`src/rtl/mult_div_unit_pkg.sv`:
```
// Shared definitions for the multicycle multiply/divide unit.
package mult_div_unit_pkg;

  localparam int unsigned DefaultWidth = 32;

  typedef enum logic [2:0] {
    StIdle = 3'd0,
    StMul  = 3'd1,
    StDiv  = 3'd2,
    StDz   = 3'd3,
    StFix  = 3'd4,
    StDone = 3'd5
  } state_e;

  // Counter must hold the value WIDTH itself.
  function automatic int unsigned cnt_width(input int unsigned width);
    return $clog2(width + 1);
  endfunction

endpackage

```
`src/rtl/mult_div_unit_sign_fix.sv`:
```
// Combinational conditional two's-complement negate; with neg_i tied to the MSB it yields |val_i|.
module mult_div_unit_sign_fix #(
  parameter int unsigned Width = 32
) (
  input  logic [Width-1:0] val_i,
  input  logic             neg_i,
  output logic [Width-1:0] val_o
);

  assign val_o = neg_i ? -val_i : val_i;

endmodule

```
`src/rtl/mult_div_unit.sv`:
```
// Multicycle signed multiply/divide unit, one bit per cycle on operand magnitudes, with a final
// sign-fix cycle. Optional MDU_EARLY_EXIT_EN: multiply leaves the iteration loop as soon as the
// remaining multiplier bits are all zero.
module mult_div_unit
  import mult_div_unit_pkg::*;
#(
  parameter int unsigned WIDTH = DefaultWidth
) (
  input  logic             clock,
  input  logic             Reset,
  input  logic             CtoM,
  input  logic             CtoD,
  input  logic [WIDTH-1:0] A,
  input  logic [WIDTH-1:0] B,
  output logic             MtoC,
  output logic             DtoC,
  output logic             DivZero,
  output logic             busy,
  output logic [WIDTH-1:0] hi,
  output logic [WIDTH-1:0] lo
);

  localparam int unsigned CntW = cnt_width(WIDTH);

  state_e               state_q;
  logic [CntW-1:0]      cnt_q;
  logic [2*WIDTH-1:0]   acc_q;    // mul: product; div: {remainder, dividend/quotient}
  logic [2*WIDTH-1:0]   mcand_q;  // multiplicand magnitude, shifted left each step
  logic [WIDTH-1:0]     b_q;      // mul: multiplier shifted right; div: divisor magnitude
  logic                 sign_a_q, sign_b_q, is_div_q;
  logic                 mtoc_q, dtoc_q, divzero_q, busy_q;
  logic [WIDTH-1:0]     hi_q, lo_q;

  logic [WIDTH-1:0]     a_abs, b_abs;
  logic [2*WIDTH-1:0]   prod_fixed;
  logic [WIDTH-1:0]     quot_fixed, rem_fixed;
  logic [2*WIDTH-1:0]   div_step_d;
  logic [WIDTH:0]       div_top;
  logic [WIDTH-1:0]     div_sub;
  logic                 div_ge;
  logic                 mul_exit;

  mult_div_unit_sign_fix #(.Width(WIDTH)) u_abs_a (
    .val_i(A), .neg_i(A[WIDTH-1]), .val_o(a_abs)
  );
  mult_div_unit_sign_fix #(.Width(WIDTH)) u_abs_b (
    .val_i(B), .neg_i(B[WIDTH-1]), .val_o(b_abs)
  );
  mult_div_unit_sign_fix #(.Width(2*WIDTH)) u_fix_prod (
    .val_i(acc_q), .neg_i(sign_a_q ^ sign_b_q), .val_o(prod_fixed)
  );
  mult_div_unit_sign_fix #(.Width(WIDTH)) u_fix_quot (
    .val_i(acc_q[WIDTH-1:0]), .neg_i(sign_a_q ^ sign_b_q), .val_o(quot_fixed)
  );
  // Remainder follows the dividend's sign.
  mult_div_unit_sign_fix #(.Width(WIDTH)) u_fix_rem (
    .val_i(acc_q[2*WIDTH-1:WIDTH]), .neg_i(sign_a_q), .val_o(rem_fixed)
  );

  // One restoring-divide step: shift {rem, dividend} left, trial-subtract divisor.
  always_comb begin
    div_top    = acc_q[2*WIDTH-1:WIDTH-1];
    div_ge     = div_top >= {1'b0, b_q};
    div_sub    = div_top[WIDTH-1:0] - b_q;
    div_step_d = {(div_ge ? div_sub : div_top[WIDTH-1:0]), acc_q[WIDTH-2:0], div_ge};
  end

`ifdef MDU_EARLY_EXIT_EN
  // At least one step must have run so the minimum latency stays at three.
  assign mul_exit = (cnt_q == '0) || ((b_q == '0) && (cnt_q != CntW'(WIDTH)));
`else
  assign mul_exit = (cnt_q == '0);
`endif

  // Control FSM with datapath registers and registered handshake outputs.
  always_ff @(posedge clock or negedge Reset) begin
    if (!Reset) begin
      state_q   <= StIdle;
      cnt_q     <= '0;
      acc_q     <= '0;
      mcand_q   <= '0;
      b_q       <= '0;
      sign_a_q  <= 1'b0;
      sign_b_q  <= 1'b0;
      is_div_q  <= 1'b0;
      mtoc_q    <= 1'b0;
      dtoc_q    <= 1'b0;
      divzero_q <= 1'b0;
      busy_q    <= 1'b0;
      hi_q      <= '0;
      lo_q      <= '0;
    end else begin
      mtoc_q    <= 1'b0;
      dtoc_q    <= 1'b0;
      divzero_q <= 1'b0;
      unique case (state_q)
        StIdle: begin
          busy_q <= CtoD | CtoM;
          if (CtoD | CtoM) begin
            sign_a_q <= A[WIDTH-1];
            sign_b_q <= B[WIDTH-1];
            b_q      <= b_abs;
            cnt_q    <= CntW'(WIDTH);
            is_div_q <= CtoD;
          end
          if (CtoD) begin
            acc_q   <= {{WIDTH{1'b0}}, a_abs};
            state_q <= (B == '0) ? StDz : StDiv;
          end else if (CtoM) begin
            acc_q   <= '0;
            mcand_q <= {{WIDTH{1'b0}}, a_abs};
            state_q <= StMul;
          end
        end
        StMul: begin
          if (mul_exit) begin
            state_q <= StFix;
          end else begin
            if (b_q[0]) acc_q <= acc_q + mcand_q;
            mcand_q <= {mcand_q[2*WIDTH-2:0], 1'b0};
            b_q     <= {1'b0, b_q[WIDTH-1:1]};
            cnt_q   <= cnt_q - CntW'(1);
          end
        end
        StDiv: begin
          if (cnt_q == '0) begin
            state_q <= StFix;
          end else begin
            acc_q <= div_step_d;
            cnt_q <= cnt_q - CntW'(1);
          end
        end
        StDz: begin
          dtoc_q    <= 1'b1;
          divzero_q <= 1'b1;
          state_q   <= StIdle;
        end
        StFix: begin
          if (is_div_q) begin
            hi_q   <= rem_fixed;
            lo_q   <= quot_fixed;
            dtoc_q <= 1'b1;
          end else begin
            hi_q   <= prod_fixed[2*WIDTH-1:WIDTH];
            lo_q   <= prod_fixed[WIDTH-1:0];
            mtoc_q <= 1'b1;
          end
          state_q <= StDone;
        end
        StDone: begin
          busy_q  <= 1'b0;
          state_q <= StIdle;
        end
        default: state_q <= StIdle;
      endcase
    end
  end

  assign MtoC    = mtoc_q;
  assign DtoC    = dtoc_q;
  assign DivZero = divzero_q;
  assign busy    = busy_q;
  assign hi      = hi_q;
  assign lo      = lo_q;

endmodule

```
`config.mk`:
```
export PLATFORM = sky130hd
export DESIGN_NAME = mult_div_unit
export DESIGN_NICKNAME = d
export VERILOG_FILES = /design/src/rtl/mult_div_unit_pkg.sv /design/src/rtl/mult_div_unit_sign_fix.sv /design/src/rtl/mult_div_unit.sv
export SDC_FILE = /design/constraint.sdc
export NUM_CORES = 1
export LEC_CHECK = 0
export CAP_MARGIN = 20
export CORE_ASPECT_RATIO = 2
export CORE_MARGIN = 3
export CORE_UTILIZATION = 60
export CTS_BUF_LIST = sky130_fd_sc_hd__clkbuf_16
export CTS_CLUSTER_DIAMETER = 50
export DETAILED_ROUTE_END_ITERATION = 6
export GPL_TIMING_DRIVEN = 0
export PLACE_DENSITY_LB_ADDON = 0.3
export SYNTH_ARGS = -nofsm -noshare
export SYNTH_HDL_FRONTEND = slang
export SYNTH_SLANG_ARGS = --single-unit
export TNS_END_PERCENT = 10
```
`constraint.sdc`:
```
create_clock -name clock -period 7.81 [get_ports clock]
set_clock_uncertainty 0.15 [all_clocks]
set_input_delay 1.562 -clock clock [delete_from_list [all_inputs] [get_ports clock]]
set_output_delay 1.562 -clock clock [all_outputs]
set_load 0.02 [all_outputs]
```
======== Word level (Yosys, flattened, before mapping) ========
Cells that the tools add are included.
W data, S select, Z words.
storage, ports and cells
  memories kept ........................... 0
  logic and storage cells ................. 88
  flip-flop bits (word level) ............. 240
  output and inout bits ................... 68
  input bits .............................. 68
  latch bits .............................. 0
  bits in writable memories ............... 0
  bits in read-only memories .............. 0
cells by class
  divide/modulo/power cells ............... 0
  $add $sub $neg .......................... 8
  $lt $le $gt $ge ......................... 1
  shifts and indexed selects .............. 0
  muxes and demuxes ....................... 35
  reduce and logical (&&, ||, !) cells .... 14
  $mul .................................... 0
  eq/ne operators ......................... 14
  bitwise gates (word level) .............. 2
operator list
  cell                   count
  $mux W64               9
  $mux W32               9
  $pmux W64 S3           1
  $neg A32 Y32           4
  $pmux W64 S2           1
  $add A64 B64 Y64       1
  $neg A64 Y64           1
  $pmux W32 S2           1
  $ge A33 B32 Y1         1
  $logic_not A32 Y1      1
  $sub A32 B32 Y32       1
  $ne A2 B2 Y1 const B   7
  $mux W6                2
  $pmux W6 S2            1
  $mux W3                3
  $pmux W3 S3            1
  $eq A3 B2 Y1 const B   2
  $eq A3 B3 Y1 const B   2
  $logic_not A6 Y1       1
  $reduce_and A3 Y1      2
  $reduce_bool A2 Y1     3
  $sub A6 B1 Y6 const B  1
  $mux W1                5
  $reduce_and A5 Y1      1
  other kinds (11)       13

======== Logic depth before layout (Yosys ltp) ========
  depth after elaboration ................. 5
  depth in mapped cells ................... 15
  gate-level depth less buffers ........... 14

======== Cells and area by module ========
From an unflattened synthesis, not the netlist that was laid out.
second synthesis, totals
  cell total of the unflattened synthesis .. 2,615
  area total of the unflattened synthesis .. 21,346.7 µm²
modules (own cells, without submodules)
  module                                cells an instance  seq. area each (µm²)  times used  area each (µm²)
  mult_div_unit                         1,985              6,005.8               1           16,824.9
  mult_div_unit_sign_fix (u_abs_a ...)  108                0.0                   4           767.0
  mult_div_unit_sign_fix (u_fix_prod)   198                0.0                   1           1,453.9

======== Worst setup path after synthesis ========
OpenSTA, ideal clock, no wires.
  kind .................................... input -> register
  start point ............................. input A[9]
  end point ............................... register acc_q[25]
  arrival ................................. 4.090 ns
  stages on the path ...................... 10
  buffers on the path ..................... 0
  data required time ...................... 7.529 ns
  library setup time ...................... 0.131 ns
  path slack .............................. 3.439 ns
  cells stage by stage .................... nor4_1 -> nand4_1 -> or4_4 -> or4_4 -> or3_4 -> o31ai_2 -> xor2_1 -> nor2_1 -> a2111oi_1 -> nor2_1
on the way
  cells in the longest elaborated chain, start to end .. 4
RTL lines
  element               RTL line                      text
  from (decl)           mult_div_unit.sv:13           input logic [WIDTH-1:0] A,
  $neg A32 Y32          mult_div_unit_sign_fix.sv:10  assign val_o = neg_i ? -val_i : val_i;
  $mux W32              mult_div_unit_sign_fix.sv:10
  $mux W64              mult_div_unit.sv:106          if (CtoD) begin
  $pmux W64 S3          mult_div_unit.sv:96           unique case (state_q)
  to (signal assigned)  mult_div_unit.sv:107          acc_q <= {{WIDTH{1'b0}}, a_abs};
  to (signal assigned)  mult_div_unit.sv:119          if (b_q[0]) acc_q <= acc_q + mcand_q;
  to (signal assigned)  mult_div_unit.sv:129          acc_q <= div_step_d;
  to (decl)             mult_div_unit.sv:27           logic [2*WIDTH-1:0] acc_q;
No other way between the ends.
A chain may end at the register's enable or synchronous reset.

======== Worst setup path in the final report ========
  start point ............................. input CtoD
  end point ............................... register acc_q[63]
on the way
  cells in the longest elaborated chain, start to end .. 2
  elaborated cells between the ends (all ways) .. 4
  those cells by class .................... eq/ne (1); mux (2); reduce/logical (1)
RTL lines
  element                                                             RTL line             text
  from (decl)                                                         mult_div_unit.sv:12  input logic CtoD,
  $ne A3 B3 Y1 (no source line) or $mux W64 (tied branches)           n/a
  $reduce_and A5 Y1 (no source line) or $pmux W64 S3 (tied branches)  n/a
Parallel ways exist; a longest one is shown, timed or not.

==> impl_results.md <==
- Synth top area share: 31.4%
- # IOs: 136
- CTS Hold Bufs: 0
- Core ar.: 31100 sq um
- CTS Buf Count: 25
- Post-route setup TNS: 0 ns
- Largest stage delay, worst path: 0.88 ns
- DP HPWL: 62500 microns
- Initial core utilization: 61.5%
- Main flop type after synthesis: dfrtp_1
- Initial antenna violation count: 0
- WL final: 80900 microns
- Final hold vios: 0
- Fin area: 22000 sq um
- Yosys reg bits: 240
- Distinct cells, synth: 78
- Post-synth EDFFs: 0
- Hold Crit Start: lo[11]
- Pwr dens: 512 nW/um^2
- Post-synthesis cell area: 19100 sq um
- Worst endpoint data arrival time: 5.49 ns
- WS Path Type: in2reg
- Number of setup buffers added after CTS: 0
- Grt ovf: 0
- Iteration-0 DRC Markers: 2069
- Layout cells sized above 1: 2.93%
- DIE WIDTH: 132 microns
- RSZ-0062 raised after global routing: no
- Slowest cell on crit path: clkdlybuf4s50_1
- Synth Warn #: 0
- Vias: 21200
- Clock root buffer: clkbuf_16
- Clock slew at reported path FFs: 0.07 ns
- CP Max Fanout: 10
- Leakage power total: 9.45 nW
- Crit path launch type: primary input
- CP endpoint kind: flip-flop
- Die Y-Extent: 258 microns
- Outcome: complete, but fails checks
- Largest net degree at the start of global routing: 103
- Worst hold path type: reg2reg
- Post-DR vias/cell: 6.86
- CTS resizes: 0
- Async SR Flop Fraction: 100%
- Vias in the first global route: 21100
- Fmax: 194 MHz
- Crit path required time: 8.14 ns
- Area grow syn2layout: 14.9%
- Die area: 34200 sq um
- CTS max path bufs: 3
- Yosys top cell by area: dfrtp_1
- Max-cap viol count: 0
- Final Core Density: 70.6%
- # DRC: 4
- Worst-margin pin slew: 1.15 ns
- GRT Overall Usage: 46.0%
- Failing checks: design-rule violations
- CP Launch Point: CtoD
- Slew headroom: 23.3%
- Worst vdd ir: 0.293 mV
- Post-Syn Instances: 2475
- Final Cycle Share: 66.1%
- Crit-path cells: clkdlybuf4s50_1 -> nor2_1 -> nor3_1 -> a21oi_1 -> or2_0 -> clkbuf_1 -> nor2_1 -> clkbuf_1 -> nand2_1 -> a32oi_1 -> o221ai_1 -> a211o_1
- Crit path buffers/inverters: 3
- Total power: 11.2 mW
- First-pass iteration count of the detailed router: 7
- Port bufs: 135
- CTS tree: built
- Drt wl/cell: 26.3 microns
- Max Transition Viols Final: 0
- Nets: 2815
- Tmin final: 5.16 ns
- Avg Inst Size Synth: 7.72 sq um
- Dpl cell area: 21100 sq um
- Mapped Nets: 2646
- Family with the most delay on the worst path: buffers and inverters
- Critical R2R Launch: acc_q[0]
- GP Congestion: 1.09
- H-Tree Level Count: 1
- Synth top area cells: dfrtp_1 31%, o21ai_0 7.9%, nand2_1 7.5%
- First-pass GRT wire length: 120000 microns
- Rows: 91
- CTS sink count: 240
- Worst skew pair latency: 0.59 ns
- Endpoints failing setup: 0
- Post-synthesis sequential area ratio: 31.4%
- Post-route ant nets: 0
[cells in the mapped netlist, drive strengths merged (7+ instances only)]
cell,n
o22ai,9
a221oi,9
nor2b,15
a211oi,7
dfrtp,240
a21oi,214
ha,101
nand4,32
o41ai,12
nor2,204
nor4,23
or2,7
and2,11
or4,17
nand3,37
nor3,49
inv,73
a22oi,8
nand2,381
a221o,7
a21o,44
o31ai,39
xnor2,111
clkbuf,149
a31o,7
mux2i,41
and3,13
a222oi,16
a41oi,9
o221ai,10
o21a,10
nand2b,17
o21bai,15
o211ai,13
or3,17
a21boi,8
buf,10
xor2,91
a31oi,24
o21ai,318
[per-layer routing]
metal	vias to the layer above	wire length, microns	track usage [%]	share of wire [%]
met5	-	0	0	0
met4	0	11600	50.9	14
met3	583	6280	9.60	7.8
met1	9947	23400	41.4	29
met2	1398	39600	80.0	49
li1	9225	-	-	-
[cell families (layout without fill, tap and decap cells)]
family | after synthesis | count (layout) | share of synthesized area, %
AOI/OAI and AO/OA | 813 | 813 | 25.8
xor gates and xnor gates | 202 | 202 | 9.26
adders and majority gates | 103 | 103 | 6.82
buffers and inverters | 232 | 419 | 4.60
DFF | 240 | 240 | 31.4
muxes | 46 | 46 | 2.44
other | 0 | 2 | 0
and+or+nand+nor | 839 | 839 | 19.7
[stage by stage]
stage | worst slack, ns | hold WS [ns] | std cells
2_1_floorplan | 3.44 | 0.310 | 2475
3_3_place_gp | -4.93 | 0.319 | 3028
5_1_grt | 2.70 | 0.367 | 3080
3_5_place_dp | 2.21 | 0.320 | 3033
6_report | 2.65 | 0.337 | 3082
4_1_cts | 2.79 | 0.337 | 3078
[layout make-up]
class / instances / area, sq um
inverters: 73 / 274
repair buffers: 142 / 1450
multi-input cells: 2003 / 12200
well taps: 418 / 523
clock inverters: 20 / 220
fillers: 2499 / 9130
clock buffers: 25 / 626
diodes: 2 / 5.00
flip-flops and latches: 240 / 6010
plain buffers: 159 / 606
[power by group]
group | internal [mW] | switching, mW
Sequential | 1.76 | 0.801
Combinational | 2.64 | 4.75
Clock | 0.697 | 0.587
Total | 5.10 | 6.14
[state kept, by name, indices dropped and copies added (netlist names), 3 cells and up]
name and count:
acc_q 64, b_q 32, cnt_q 6, hi 32, lo 32, mcand_q 64
state_q 3
[final timing paths]
kind,end,slack (ns),cells after the start
worst max-delay path,acc_q[63],2.65,12
worst min-delay path,lo[11],0.34,2
worst max register to register,acc_q[60],2.80,13
worst min register to register,lo[11],0.34,2
max in group asynchronous,acc_q[41],5.91,2
min in group asynchronous,mcand_q[60],0.70,1
[cells in the final DEF, fill, tap and decap left out, drive strengths merged, types with 9 or more instances in the layout]
cell,n
a21o,44
mux2i,41
nand3,37
o22ai,9
nand4,32
o41ai,12
o21a,10
a222oi,16
o21ai,318
nor2b,15
xor2,91
o221ai,10
xnor2,111
clkbuf,175
clkdlybuf4s50,134
o211ai,13
a31oi,24
and3,13
and2,11
nand2,381
a21oi,214
ha,101
inv,79
nand2b,17
o31ai,39
nor2,204
nor4,23
buf,17
a41oi,9
or4,17
o21bai,15
nor3,49
or3,17
a221oi,9
dfrtp,240
[worst min-delay path: cells and delay by family, from the launching register on]
kind,cells,cell delay (ns)
flops,1,0.34
compound gates,1,0.06
simple gates,1,0.05
Power figures use the tool's default switching activity.
